### src/rtl/counter_pkg.sv
// Shared constants for the up/down modulus counter family.
// Mode and direction encodings used by the counter and its users.
package counter_pkg;

  localparam logic MODE_WRAP    = 1'b0;
  localparam logic MODE_ONESHOT = 1'b1;

  localparam logic DIR_DOWN = 1'b0;
  localparam logic DIR_UP   = 1'b1;

endpackage

### src/rtl/counter_prescaler.sv
// Enable prescaler: emits one tick per DIV enabled cycles.
// With DIV=1 it collapses to a wire (tick = en) and holds no state.
module counter_prescaler #(
  parameter int DIV = 1
) (
  input  logic clk,
  input  logic reset_n,
  input  logic en,
  input  logic sync_clr,
  output logic tick
);

  if (DIV < 1) begin : g_bad_div
    $error("counter_prescaler: DIV must be >= 1 (got %0d)", DIV);
  end

  if (DIV <= 1) begin : g_pass
    logic unused_pass;
    assign unused_pass = &{1'b0, clk, reset_n, sync_clr};
    assign tick = en;
  end else begin : g_div
    localparam int PW = $clog2(DIV);
    localparam logic [PW-1:0] LAST = PW'(DIV - 1);

    logic [PW-1:0] cnt_q;

    // Holds while en is low so a paused run resumes mid-prescale.
    always_ff @(posedge clk or negedge reset_n) begin
      if (!reset_n) begin
        cnt_q <= '0;
      end else if (sync_clr) begin
        cnt_q <= '0;
      end else if (en) begin
        cnt_q <= (cnt_q == LAST) ? '0 : cnt_q + PW'(1);
      end
    end

    assign tick = en && (cnt_q == LAST);
  end

endmodule

### src/rtl/mod_counter_updown.sv
// Up/down modulus counter over 0..MAX_VAL with prescaled enable,
// sync clear, clamped parallel load and wrap or one-shot (halt) mode.
module mod_counter_updown
  import counter_pkg::*;
#(
  parameter int WIDTH   = 8,
  parameter int MAX_VAL = 2**WIDTH - 1,
  parameter int DIV     = 1
) (
  input  logic             clk,
  input  logic             reset_n,
  input  logic             en,
  input  logic             clr,
  input  logic             load,
  input  logic [WIDTH-1:0] load_val,
  input  logic             dir,
  input  logic             mode,
  output logic [WIDTH-1:0] count,
  output logic             tc,
  output logic             wrap,
  output logic             halted
);

  if (WIDTH < 2) begin : g_bad_width
    $error("mod_counter_updown: WIDTH must be >= 2 (got %0d)", WIDTH);
  end
  if (MAX_VAL < 1 || longint'(MAX_VAL) > ((longint'(1) << WIDTH) - 1)) begin : g_bad_max
    $error("mod_counter_updown: MAX_VAL %0d out of range for WIDTH %0d", MAX_VAL, WIDTH);
  end
  if (DIV < 1) begin : g_bad_div
    $error("mod_counter_updown: DIV must be >= 1 (got %0d)", DIV);
  end

  localparam logic [WIDTH-1:0] MAX_C = WIDTH'(MAX_VAL);

  logic             tick;
  logic [WIDTH-1:0] count_q, count_d;
  logic             wrap_q, wrap_d;
  logic             halted_q, halted_d;

  counter_prescaler #(.DIV(DIV)) u_prescaler (
    .clk      (clk),
    .reset_n  (reset_n),
    .en       (en),
    .sync_clr (clr | load),
    .tick     (tick)
  );

  always_comb begin
    count_d  = count_q;
    wrap_d   = 1'b0;
    halted_d = halted_q;
    if (clr) begin
      count_d  = '0;
      halted_d = 1'b0;
    end else if (load) begin
      count_d  = (load_val > MAX_C) ? MAX_C : load_val;
      halted_d = 1'b0;
    end else if (tick && !halted_q) begin
      // At the terminal value: wrap in wrap mode, otherwise freeze and flag.
      if (dir == DIR_UP) begin
        if (count_q < MAX_C) begin
          count_d = count_q + WIDTH'(1);
        end else if (mode == MODE_ONESHOT) begin
          halted_d = 1'b1;
        end else begin
          count_d = '0;
          wrap_d  = 1'b1;
        end
      end else begin
        if (count_q != '0) begin
          count_d = count_q - WIDTH'(1);
        end else if (mode == MODE_ONESHOT) begin
          halted_d = 1'b1;
        end else begin
          count_d = MAX_C;
          wrap_d  = 1'b1;
        end
      end
    end
  end

  always_ff @(posedge clk or negedge reset_n) begin
    if (!reset_n) begin
      count_q  <= '0;
      wrap_q   <= 1'b0;
      halted_q <= 1'b0;
    end else begin
      count_q  <= count_d;
      wrap_q   <= wrap_d;
      halted_q <= halted_d;
    end
  end

  assign count  = count_q;
  assign wrap   = wrap_q;
  assign halted = halted_q;
  assign tc     = (dir == DIR_UP) ? (count_q == MAX_C) : (count_q == '0);

endmodule

### config.mk
export PLATFORM = sky130hd
export DESIGN_NAME = mod_counter_updown
export DESIGN_NICKNAME = d
export VERILOG_FILES = /design/src/rtl/counter_pkg.sv /design/src/rtl/counter_prescaler.sv /design/src/rtl/mod_counter_updown.sv
export SDC_FILE = /design/constraint.sdc
export NUM_CORES = 1
export LEC_CHECK = 0
export CELL_PAD_IN_SITES_DETAIL_PLACEMENT = 1
export CELL_PAD_IN_SITES_GLOBAL_PLACEMENT = 1
export CORE_MARGIN = 2
export CORE_UTILIZATION = 33
export CTS_BUF_LIST = sky130_fd_sc_hd__clkbuf_8
export CTS_CLUSTER_DIAMETER = 80
export DETAILED_ROUTE_END_ITERATION = 12
export PLACE_DENSITY = 0.76
export SLEW_MARGIN = 20
export SYNTH_ARGS = -nofsm -noshare
export SYNTH_HDL_FRONTEND = slang
export SYNTH_SLANG_ARGS = --single-unit
### constraint.sdc
create_clock -name clk -period 2.04 [get_ports clk]
set_clock_uncertainty 0.05 [all_clocks]
set_input_delay 0.204 -clock clk [delete_from_list [all_inputs] [get_ports clk]]
set_output_delay 0.204 -clock clk [all_outputs]
set_load 0.05 [all_outputs]
==> impl_metrics.toml, run 1 <==
[drt]
drc_errors = 0
viasPerCell = 5.89
vias = 1066
drtIter0Drc = 19
drt-total-wl_um = 3310
highest_layer = "met4"
met2_length_um = 1650
postRouteAntennaNets = 0
wl_met1_um = 1440
wl_per_cell_um = 18.3
dr.pass1.iters = 4
dr_wl_met3_um = 133

[floorplan]
boundaryPins = 26
rows = 19
start_util_pct = 34.6
die_width_um = 57.5
coreArea_sq_um = 2730
die_area_sq_um = 3310
die_y_um = 57.5

[timing]
fin_crit_ns = 1.99
hold_viol = 0
tns_ns = 0
relSlewSlack_pct = 64.9
maxSlewViolCount = 0
grt_setup_unrepaired = "false"
worstMarginPinSlew_ns = 0.524
setup_viol_count_final = 0
setup_ws_ns = 0.0508
whs_ns = 0.246
fmax_mhz = 503
fin_crit_sh_pct = 97.5

[cts]
cts_sinks = 10
cts_hold_buffers = 0
clk_pin_slew_ns = 0.05
htreeDepth = 1
cts_buffer_depth = 2
cts_tree = "built"
cts_buffers = 3
root_buffer = "clkbuf_8"
insertion_delay_ns = 0.23

[final_layout]
final_area_sq_um = 1420
drive_above_1_share_pct = 26.0
regArea_sq_um = 255
layout.nets = 169
antenna_cells = 0
multi_input_area_sq_um = 673
area_delta_synth_final_pct = 49.7
n_fill_cell = 320

[synthesis]
yosysMostFrequentCell = "dfrtp_1"
syn_area_per_cell_sq_um = 8.52
yosys.area.top_type = "dfrtp_1"
synth_cell_types = 47
syn_area_sq_um = 946
synth_edf_count = 0
synth.top_cells.by_area = "dfrtp_1 26%, a21oi_1 4.8%, xnor2_1 4.6%"
yosys-top-cells-count = "10 x dfrtp_1, 9 x a21oi_1, 8 x inv_1"
synth.top_cell.area_share_pct = 26.5
ys_seq_elements = 10
synth_flop_cell = "dfrtp_1"
seq_area_frac_synth_pct = 26.5
synth_fp_nets = 129
async_flop_share_pct = 100
synth_cells = 111
ys_warn_count = 0

[grt]
grtUsageTotal_pct = 21.3
grt_overflow = 0
grt_first_pass_wirelength_um = 5410
first_global_vias = 1107
grt_max_degree = 12
antenna_found_initial = 0

[power_and_ir_drop]
power_density_nw_per_um2 = 606
internal_power_mw = 0.527
p_sw_share_pct = 38.6
leakage_nw = 0.567
power.switching_mw = 0.331
p_clk_share_pct = 24.1
vdd_ir_drop_max_uv = 434
share_comb_of_total_power_pct = 45.5
power_frac_seq_pct = 30.3

[critical_path]
end_kind = "output pin"
worstSetupPathType = "reg -> out"
cp_max_fo = 7
cp-start-kind = "flop"
cp.arrival_ns = 1.74
crit_required_ns = 1.79

[job]
max-cap-violations = 0

[worst_hold_path]
min_path_type = "in -> async"

[place]
place_ws_ns = -0.0205
numPortBuffers = 25
place_congestion = 0.888
hpwl_um = 2580
dpl_cell_area_sq_um = 1330

[run_status]
status = "finished clean"
-- cells in the final DEF, fill, tap and decap left out, types with 2 or more instances in the layout --
cell type	instances
a221oi_1	2
clkbuf_8	3
inv_1	9
nor4_4	2
a21oi_1	9
and4_1	2
nand2b_1	3
o21ai_0	4
dfrtp_2	4
xnor2_1	5
nand2_1	7
nor2_1	6
nand3_1	4
nor4_1	3
a211oi_1	2
dfrtp_1	6
clkdlybuf4s50_1	21
nand4_1	2
ha_2	2
o22ai_1	2
nor3_1	2
a31oi_1	3
buf_4	16
-- metrics by stage --
| stage | total power [mW] | utilization (%) | std cells |
|---|---|---|---|
| 6_report | 0.859 | 51.8 | 181 |
| 4_1_cts | 0.843 | 50.2 | 180 |
| 3_3_place_gp | 0.621 | 48.5 | 176 |
| 5_1_grt | 0.915 | 51.8 | 181 |
| 3_5_place_dp | 0.632 | 48.5 | 176 |
| 2_1_floorplan | 0.476 | - | 111 |
-- layout make-up --
class                   instances  area share [%]
well taps                      31            2.74
clock buffers                   3            2.92
flip-flops and latches         10            18.0
multi-input cells              88            47.5
repair buffers                 40            26.4
inverters                       8            2.12
clock inverters                 1           0.265
-- layer usage --
metal	vias to the layer above	GRT usage, %
li1	502	-
met1	518	27.5
met2	36	35.9
met3	10	3.40
met4	0	7.64
met5	-	0
-- state kept, by name, summed over array words and instances (netlist names) --
name	cells
count	8
wrap	1
halted	1
-- power groups by stage --
stage / Sequential, mW / Combinational, mW / Clock [mW]
floorplan: 0.303 / 0.174 / 0
global placement: 0.257 / 0.363 / 0
detailed placement: 0.259 / 0.373 / 0
CTS: 0.257 / 0.375 / 0.212
global route: 0.264 / 0.421 / 0.230
finish: 0.261 / 0.391 / 0.207
-- logic make-up (layout without fill, tap and decap cells) --
| group | Yosys count | in the layout | synth area share [%] |
|---|---|---|---|
| AOI/OAI and AO/OA | 36 | 36 | 27.9 |
| xor gates and xnor gates | 5 | 5 | 4.63 |
| adders and majority gates | 3 | 3 | 3.97 |
| buffers and inverters | 13 | 52 | 5.69 |
| DFF | 10 | 10 | 26.5 |
| muxes | 2 | 2 | 2.65 |
| and+or+nand+nor | 42 | 42 | 28.7 |
-- worst max-delay path, stage by stage, from the launching register on --
cell,delay [ns]
dfrtp_2,0.40
buf_4,0.17
ha_2,0.19
nand4_1,0.11
nor2_2,0.07
buf_4,0.14
or2_4,0.26
buf_12,0.15
-- path summary, 6_finish.rpt --
path,depth (start not counted),from,to,slack [ns]
max,7,count[1]$_DFFE_PN0P_,tc,0.05
min,1,reset_n,count[7]$_DFFE_PN0P_,0.25
max reg2reg,8,count[1]$_DFFE_PN0P_,count[7]$_DFFE_PN0P_,0.15
min reg2reg,2,halted$_DFFE_PN0P_,halted$_DFFE_PN0P_,0.50
max in group asynchronous,1,reset_n,count[2]$_DFFE_PN0P_,1.34
min in group clk,2,halted$_DFFE_PN0P_,halted$_DFFE_PN0P_,0.50
-- repair_timing --
item / 4_1_cts / 5_1_grt
pin swaps: 0 / 2
endpoints found under the setup margin: 1 / 5
setup buffers: 0 / 1
gates resized for setup: 1 / 9
(Power assumes the default switching activity.)
==> run 2, diff against run 1 <==
--- a/config.mk
+++ b/config.mk
@@ -13,6 +13,7 @@
 export CTS_CLUSTER_DIAMETER = 80
 export DETAILED_ROUTE_END_ITERATION = 12
 export PLACE_DENSITY = 0.76
+export SETUP_SLACK_MARGIN = 0.1
 export SLEW_MARGIN = 20
 export SYNTH_ARGS = -nofsm -noshare
 export SYNTH_HDL_FRONTEND = slang
==> run 2 against run 1 <==
Net effect:
- worst hold slack got worse by 0.0073 ns
- fmax increased by 0.93%
- combinational power increased by 3%
- register-to-register slack got worse by 0.03 ns
- die area unchanged
- global-route usage increased by 0.33 points
- count of clock-buffer cells in the layout unchanged
- worst setup slack improved by 0.018 ns
- sequential share of layout area decreased by 0.58 points
- highest routed layer unchanged
- routed wire length increased by 5.7%
- clock power increased by 2%
==> impl_metrics.toml, run 2 (synthesized netlist as in run 1, its figures left out) <==
[run_status]
status = "finished clean"

[cts]
cts_buffer_depth = 2
cts_tree = "built"
root_buffer = "clkbuf_8"
cts_hold_buffers = 0
htreeDepth = 1
cts_sinks = 10
clk_pin_slew_ns = 0.05
insertion_delay_ns = 0.24
cts_buffers = 3

[floorplan]
die_y_um = 57.5
die_area_sq_um = 3310
rows = 19
coreArea_sq_um = 2730
boundaryPins = 26
start_util_pct = 34.6
die_width_um = 57.5

[timing]
hold_viol = 0
fmax_mhz = 507
setup_viol_count_final = 0
maxSlewViolCount = 0
tns_ns = 0
worstMarginPinSlew_ns = 0.512
fin_crit_sh_pct = 96.6
grt_setup_unrepaired = "true"
relSlewSlack_pct = 65.8
fin_crit_ns = 1.97

[grt]
grtUsageTotal_pct = 21.6
grt_first_pass_wirelength_um = 5400
antenna_found_initial = 0
grt_max_degree = 13
first_global_vias = 1158
grt_overflow = 0

[place]
place_congestion = 0.884
post-place-cells = 172
dpl_cell_area_sq_um = 1320
hpwl_um = 2510
numPortBuffers = 25

[drt]
vias = 1052
viasPerCell = 5.78
wl_per_cell_um = 19.2
drc_errors = 0
postRouteAntennaNets = 0
drtIter0Drc = 24
drt-total-wl_um = 3500
dr.pass1.iters = 4

[final_layout]
layout.nets = 170
finalNonFillerCells = 182
area_delta_synth_final_pct = 57.0
final_core_util_pct = 54.3
n_fill_cell = 312
antenna_cells = 0
final_common_cell = "clkdlybuf4s50_1"
layout_common_cells = "21 x clkdlybuf4s50_1, 13 x buf_4, 9 x a21oi_1"
largest_register_ff_count = 8
final_area_sq_um = 1490
drive_above_1_share_pct = 29.8

[critical_path]
cp-start-kind = "flop"
cp_max_fo = 7
crit_slowest_cell = "dfrtp_2"
worstSetupPathType = "reg -> out"
crit_top_cell = "buf_6"
critPathLaunch = "count[1]$_DFFE_PN0P_"
crit_family = "simple AND/OR/NAND/NOR gates"
cp.buffers_inverters = 3
cp.arrival_ns = 1.72
end_kind = "output pin"
slowest_delay_ns = 0.41
crit_required_ns = 1.79
cp_cell_sequence = "buf_6, ha_4, nand4_1, nor2_4, buf_6, or2_4, buf_12"
r2r-start = "count[1]$_DFFE_PN0P_"

[job]
max-cap-violations = 0

[power_and_ir_drop]
vdd_ir_drop_max_uv = 565
total_power_mw = 0.882
power_density_nw_per_um2 = 594
leakage_nw = 0.588

[worst_hold_path]
min_path_type = "in -> async"
run 2: area by class of cell:
class / count / area, sq um / area share [%]
clock buffer: 3 / 41.3 / 2.78
timing repair buffer: 41 / 395 / 26.6
multi-input combinational: 88 / 717 / 48.3
sequential: 10 / 259 / 17.4
clock inverter: 1 / 3.75 / 0.253
tap: 31 / 38.8 / 2.61
inverter: 8 / 30.0 / 2.02
run 2: power by group:
part           leakage (nW)  switching (mW)  internal [mW]
Combinational         0.439           0.216          0.187
Sequential            0.122          0.0497          0.218
Clock                0.0269          0.0794          0.132
run 2: repair_timing:
action                                  in CTS  in global routing
gates cloned                                 0                  0
pin swaps                                    0                  5
resized for setup                            3                 15
endpoints found under the setup margin       8                 10
setup buffers                                1                  5
run 2: final timing paths:
check / cells after the start / end / slack [ns]
min: 1 / count[7]$_DFFE_PN0P_ / 0.24
max: 7 / tc / 0.07
max in group asynchronous: 1 / count[4]$_DFFE_PN0P_ / 1.35
min in group clk: 2 / halted$_DFFE_PN0P_ / 0.48
max reg2reg: 8 / count[7]$_DFFE_PN0P_ / 0.12
min reg2reg: 2 / halted$_DFFE_PN0P_ / 0.48
run 2: stage by stage:
step | hold WS, ns | setup WS [ns]
2_1_floorplan | -0.142 | -0.0309
3_3_place_gp | 0.493 | 0.0469
3_5_place_dp | 0.488 | -0.00404
4_1_cts | 0.262 | 0.0249
5_1_grt | 0.279 | 0.0277
6_report | 0.239 | 0.0690
run 2: worst register-to-register path: cells and delay by family (launching register included):
| family | cells | cell delay, ns |
|---|---|---|
| DFF | 1 | 0.41 |
| AOI/OAI and AO/OA | 3 | 0.69 |
| adders and majority gates | 1 | 0.16 |
| and+or+nand+nor | 2 | 0.24 |
| buffers and inverters | 2 | 0.28 |
run 2: metal layers:
layer	part of all wire [%]	wire length (um)	track usage, %
met1	44	1540	25.5
met2	52	1810	38.8
met3	2.1	73	1.36
met4	2.1	73	11.6
met5	0	0	0
